**config.mk**
```make
export PLATFORM = sky130hd
export DESIGN_NAME = cache_arbiter
export DESIGN_NICKNAME = d
export VERILOG_FILES = /design/src/rtl/cache_arb_pkg.sv /design/src/rtl/cache_arbiter.sv
export SDC_FILE = /design/constraint.sdc
export NUM_CORES = 1
export LEC_CHECK = 0
export BUFFER_PORTS_ARGS = -buffer_cell sky130_fd_sc_hd__buf_2
export CORE_AREA = 3 3 534 536
export DETAILED_ROUTE_END_ITERATION = 8
export DIE_AREA = 0 0 537 539
export GPL_TIMING_DRIVEN = 0
export PLACE_DENSITY = 0.3
export SYNTH_ARGS = -nofsm -noshare
export SYNTH_HDL_FRONTEND = slang
export SYNTH_SLANG_ARGS = --single-unit
```
**constraint.sdc**
```tcl
create_clock -name clk -period 2.4 [get_ports clk]
set_clock_uncertainty 0.1 [all_clocks]
set_input_delay 0.12 -clock clk [delete_from_list [all_inputs] [get_ports clk]]
set_output_delay 0.12 -clock clk [all_outputs]
set_load 0.05 [all_outputs]
```
**src/rtl/cache_arb_pkg.sv**
```systemverilog
// cache_arb_pkg
// Shared types and default widths for the cache arbiter that puts the
// I-cache and D-cache onto one cacheline-wide physical memory port.
//   state_t     : arbiter FSM states
//   owner_t     : which cache holds (or last held) the memory port
//   DEF_LINE_W  : default cacheline width in bits
//   DEF_ADDR_W  : default byte address width
package cache_arb_pkg;

    localparam int DEF_LINE_W = 256;
    localparam int DEF_ADDR_W = 32;

    typedef enum logic [1:0] {
        IDLE,
        SERVE_I,
        SERVE_D,
        DONE
    } state_t;

    typedef enum logic {
        OWN_I,
        OWN_D
    } owner_t;

endpackage

```
**src/rtl/cache_arbiter.sv**
```systemverilog
// cache_arbiter
// Grants the single physical memory port to either the I-cache (read only)
// or the D-cache (read / write-back), one transaction at a time. The granted
// request is latched and held on the memory port until mem_resp, then the
// response is pulsed back to the owner only. When both caches are waiting,
// the one not served last wins, so neither starves.
//
// Ports:
//   clk, rst                     clock, synchronous active-high reset
//   i_read, i_addr               I-cache line read request (held until i_resp)
//   i_rdata, i_resp              line and one-cycle completion to the I-cache
//   d_read, d_write, d_addr,     D-cache read / write-back request
//   d_wdata                      (held until d_resp), write-back line
//   d_rdata, d_resp              line and one-cycle completion to the D-cache
//   mem_read, mem_write,         physical memory command, address and
//   mem_addr, mem_wdata          write data
//   mem_rdata, mem_resp          physical memory read data and completion
module cache_arbiter
    import cache_arb_pkg::*;
#(
    parameter int LINE_W = DEF_LINE_W,
    parameter int ADDR_W = DEF_ADDR_W
) (
    input  logic              clk,
    input  logic              rst,
    input  logic              i_read,
    input  logic [ADDR_W-1:0] i_addr,
    output logic [LINE_W-1:0] i_rdata,
    output logic              i_resp,
    input  logic              d_read,
    input  logic              d_write,
    input  logic [ADDR_W-1:0] d_addr,
    input  logic [LINE_W-1:0] d_wdata,
    output logic [LINE_W-1:0] d_rdata,
    output logic              d_resp,
    output logic              mem_read,
    output logic              mem_write,
    output logic [ADDR_W-1:0] mem_addr,
    output logic [LINE_W-1:0] mem_wdata,
    input  logic [LINE_W-1:0] mem_rdata,
    input  logic              mem_resp
);

    state_t state;
    state_t state_next;

    // The owner of the current grant doubles as the last-served bit: it only
    // changes on a grant, so outside a transaction it names whoever went last.
    owner_t owner;

    logic              cmd_read;
    logic              cmd_write;
    logic [ADDR_W-1:0] cmd_addr;
    logic [LINE_W-1:0] cmd_wdata;
    logic [LINE_W-1:0] rdata;

    logic i_pending;
    logic d_pending;
    logic grant_i;
    logic grant_d;
    logic serving;

    assign i_pending = i_read;
    assign d_pending = d_read | d_write;

    // D wins when it is alone, or on a tie when I went last (including the
    // reset case, where last-served reads as I).
    assign grant_d = d_pending && (!i_pending || owner == OWN_I);
    assign grant_i = i_pending && !grant_d;

    assign serving = (state == SERVE_I) || (state == SERVE_D);

    always_ff @(posedge clk) begin
        if (rst) begin
            state <= IDLE;
        end else begin
            state <= state_next;
        end
    end

    always_comb begin
        state_next = state;
        mem_read   = 1'b0;
        mem_write  = 1'b0;
        i_resp     = 1'b0;
        d_resp     = 1'b0;
        case (state)
            IDLE: begin
                if (grant_d) begin
                    state_next = SERVE_D;
                end else if (grant_i) begin
                    state_next = SERVE_I;
                end
            end
            SERVE_I, SERVE_D: begin
                mem_read  = cmd_read;
                mem_write = cmd_write;
                if (mem_resp) begin
                    state_next = DONE;
                end
            end
            DONE: begin
                i_resp     = (owner == OWN_I);
                d_resp     = (owner == OWN_D);
                state_next = IDLE;
            end
            default: begin
                state_next = IDLE;
            end
        endcase
    end

    // Command bundle is captured only at grant time, so anything the caches
    // do to their request lines during service never reaches memory. The
    // shared rdata register only moves on a read completion.
    always_ff @(posedge clk) begin
        if (rst) begin
            owner     <= OWN_I;
            cmd_read  <= 1'b0;
            cmd_write <= 1'b0;
            cmd_addr  <= '0;
            cmd_wdata <= '0;
            rdata     <= '0;
        end else begin
            if (state == IDLE && (grant_i || grant_d)) begin
                owner     <= grant_d ? OWN_D : OWN_I;
                cmd_write <= grant_d && d_write;
                cmd_read  <= grant_i || (grant_d && !d_write);
                cmd_addr  <= grant_d ? d_addr : i_addr;
                cmd_wdata <= grant_d ? d_wdata : '0;
            end
            if (serving && mem_resp && cmd_read) begin
                rdata <= mem_rdata;
            end
        end
    end

    assign mem_addr  = cmd_addr;
    assign mem_wdata = cmd_wdata;
    assign i_rdata   = rdata;
    assign d_rdata   = rdata;

endmodule

```
==> results_dict.tcl <==
set metrics [dict create \
    status "complete, no violations" \
    max-vdd-ir-drop_v 0.0006038 \
    max_stage_delay_ns 0.54 \
    place_inst 7590 \
    fin_ws_ns 0.1296 \
    fillers 32168 \
    dieArea_um2 289400 \
    timing.rr.start "state[0]" \
    r2r_slack_ns 0.13 \
    cts_tree "built" \
    crit_cells 8 \
    critPathRequiredTime_ns 2.97 \
    route.detailed.drc 0 \
    crit_path_end_kind "flip-flop" \
    via_per_inst 3.216 \
    yosysWarningCount 0 \
    grt_max_degree 12 \
    place.gp.congestion 0.8716 \
    grt_pass1_wl_um 248800 \
    cp_slowest_cell "buf_2" \
    holdPathStages 4 \
    num_io_pins 1386 \
    synth_nets 3047 \
    synthTopCellsByArea "dfxtp_1 (52%), a32oi_1 (11%), nand2_1 (10%)" \
    r2r_cells 8 \
    grt_use_total_pct 12.51 \
    die_h_um 539 \
    htreeDepth 3 \
    numCtsBuffers 82 \
    crit_path_cell_trace "inv_1 -> ha_2 -> clkbuf_4 -> o31ai_4 -> buf_2 -> buf_4 -> a32oi_1 -> nor2_1" \
    ys_seq_area_share_pct 51.84 \
    dieWidth_um 537 \
    arrival_ns 2.84 \
    crit_buf_inv 4 \
    slew_viol_final 0 \
    setup_viol 0 \
    antenna_found_initial 71 \
    overflow 0 \
    max_clock_freq_mhz 440.5 \
    slew_headroom_pct 28.64 \
    insertion_delay_ns 0.76 \
    worst_pin_slew_ns 1.070 \
    worstHoldStart "d_wdata[118]" \
    ys_ff_latch 549 \
    period_share_pct 94.60 \
    critPathMaxFanout 10 \
    netlist-cell-type-count 27 \
    placementRows 195 \
    avgSynthCellArea_um2 8.612 \
    grt_pass1_vias 27879 \
    ant_nets 0 \
    async_reset_ff_share_pct 0 \
    syn_inst 2462 \
    initial_core_util_pct 7.537 \
    portBuffers 1383 \
    crit_family "buffers and inverters" \
    clk_pin_slew_ns 0.06 \
    final-hold-violation-count 0 \
    num_vias 27421 \
    area_delta_synth_final_pct 104.9 \
    crit_type "flip-flop to flip-flop" \
    setup_tns_ns 0 \
    finalCriticalPeriod_ns 2.270 \
    p_leak_nw 19.39 \
    syn-cell-area_um2 21200 \
    drt_iter0_drc 1302 \
    dpl_worst_slack_ns -0.8859 \
    netlist.area_leader.share_pct 51.84 \
    whs_ns 0.08472 \
    cap_violations 0 \
    pwr_density_cell_nw_per_um2 1034 \
    wire_per_inst_um 22.29 \
    num-nets-final 5281 \
    hold_class "primary input to flip-flop" \
    final_core_util_pct 15.44 \
    synth_edf_count 0 \
    drt_first_pass_iters 8 \
    drt_wl_total_um 190100 \
    cts_buffer_depth 4 \
    critPathLaunch "state[0]" \
    cts_root_buffer "clkbuf_16" \
    dp_hpwl_um 161300 \
    start_kind "flip-flop" \
    core-area_um2 281300 \
    cts_num_sinks 549 \
    layout.cells.non_filler 8527 \
    drive_above_1_share_pct 39.90 \
    synth_area_leader_cell "dfxtp_1" \
    synthFlopType "dfxtp_1" \
]
Yosys cell counts (2+ instances only):
master,number
a32oi_1,257
a311oi_1,33
ha_1,3
nor2_1,291
nand2_1,577
a21oi_1,257
buf_4,280
inv_1,2
clkbuf_1,118
o21ai_0,2
dfxtp_1,549
nor2b_1,2
and2_1,3
buf_2,75
final timing paths:
check	to
min	mem_wdata[118]
max	mem_wdata[167]
min reg2reg	d_rdata[54]
max reg2reg	mem_wdata[167]
state kept, by name, summed over array words and instances, names as in the netlist:
| register | cells |
|---|---|
| mem_wdata | 256 |
| cmd_write | 1 |
| d_rdata | 256 |
| cmd_read | 1 |
| state | 2 |
| mem_addr | 32 |
| owner | 1 |
report_power, final:
| group | total [mW] | switching [mW] | internal (mW) |
|---|---|---|---|
| Combinational | 20.0 | 14.9 | 5.16 |
| Clock | 12.5 | 4.87 | 7.66 |
| Sequential | 12.4 | 1.52 | 10.9 |
per-layer routing:
metal	up-vias	wire [µm]	track usage (%)
met2	1299	94660	22.43
met4	18	8409	5.131
met5	-	112	0
met1	13092	70270	13.26
li1	12738	-	-
met3	274	16620	4.266
worst min-delay path, cell delays in order:
cell	delay, ns
dlygate4sd3_1	0.52
buf_2	0.12
a32oi_1	0.08
nor2_1	0.08
timing repair:
| item | CTS | global route |
|---|---|---|
| hold endpoints to repair | 548 | 0 |
| hold buffers | 766 | 0 |
| setup endpoints to repair | 552 | 66 |
| buffers inserted | 0 | 0 |
| resized for setup | 46 | 16 |
| pin swaps | 2 | 0 |
per-stage QoR:
stage	power (mW)	instance area, µm²
2_1_floorplan	24.44	21200
3_3_place_gp	31.60	32810
3_5_place_dp	31.62	32840
4_1_cts	45.83	43340
5_1_grt	47.14	43400
6_report	44.93	43430
layout make-up:
class | count | area, µm² | share of cell area (%)
Clock inverter | 20 | 269.0 | 0.6194
Multi-Input combinational cell | 1437 | 7320 | 16.85
Timing Repair Buffer | 2151 | 14630 | 33.67
Buffer | 473 | 3015 | 6.943
Sequential cell | 549 | 10990 | 25.31
Tap cell | 3743 | 4683 | 10.78
Antenna cell | 30 | 75.07 | 0.1728
Clock buffer | 122 | 2446 | 5.632
Inverter | 2 | 7.507 | 0.01728
cell usage in the layout (no fill, tap or decap), types with 5 or more instances in the layout:
master	netlist	layout
nand2_1	577	577
bufinv_16	0	6
dlygate4sd3_1	0	766
clkbuf_4	0	6
clkbuf_1	118	110
clkbuf_8	0	18
clkbuf_2	0	23
a32oi_1	257	257
buf_2	75	1443
buf_4	280	288
diode_2	0	30
a21oi_1	257	257
clkinv_2	0	8
clkbuf_16	0	85
nor2_1	291	291
dfxtp_1	549	548
buf_6	0	5
a311oi_1	33	33
logic make-up (layout without fill, tap and decap cells):
family,count (synthesis),in the layout,synth area share [%]
adder cells (fa/ha/maj),3,3,0.1771
buffers and inverters,476,2768,13.83
AO/OA/AOI/OAI,556,556,18.47
other,0,30,0
flip-flops,549,549,51.84
AND/OR/NAND/NOR,877,877,15.64
multiplexers,1,1,0.04721
Note: power is estimated with default switching activity, not from simulation.
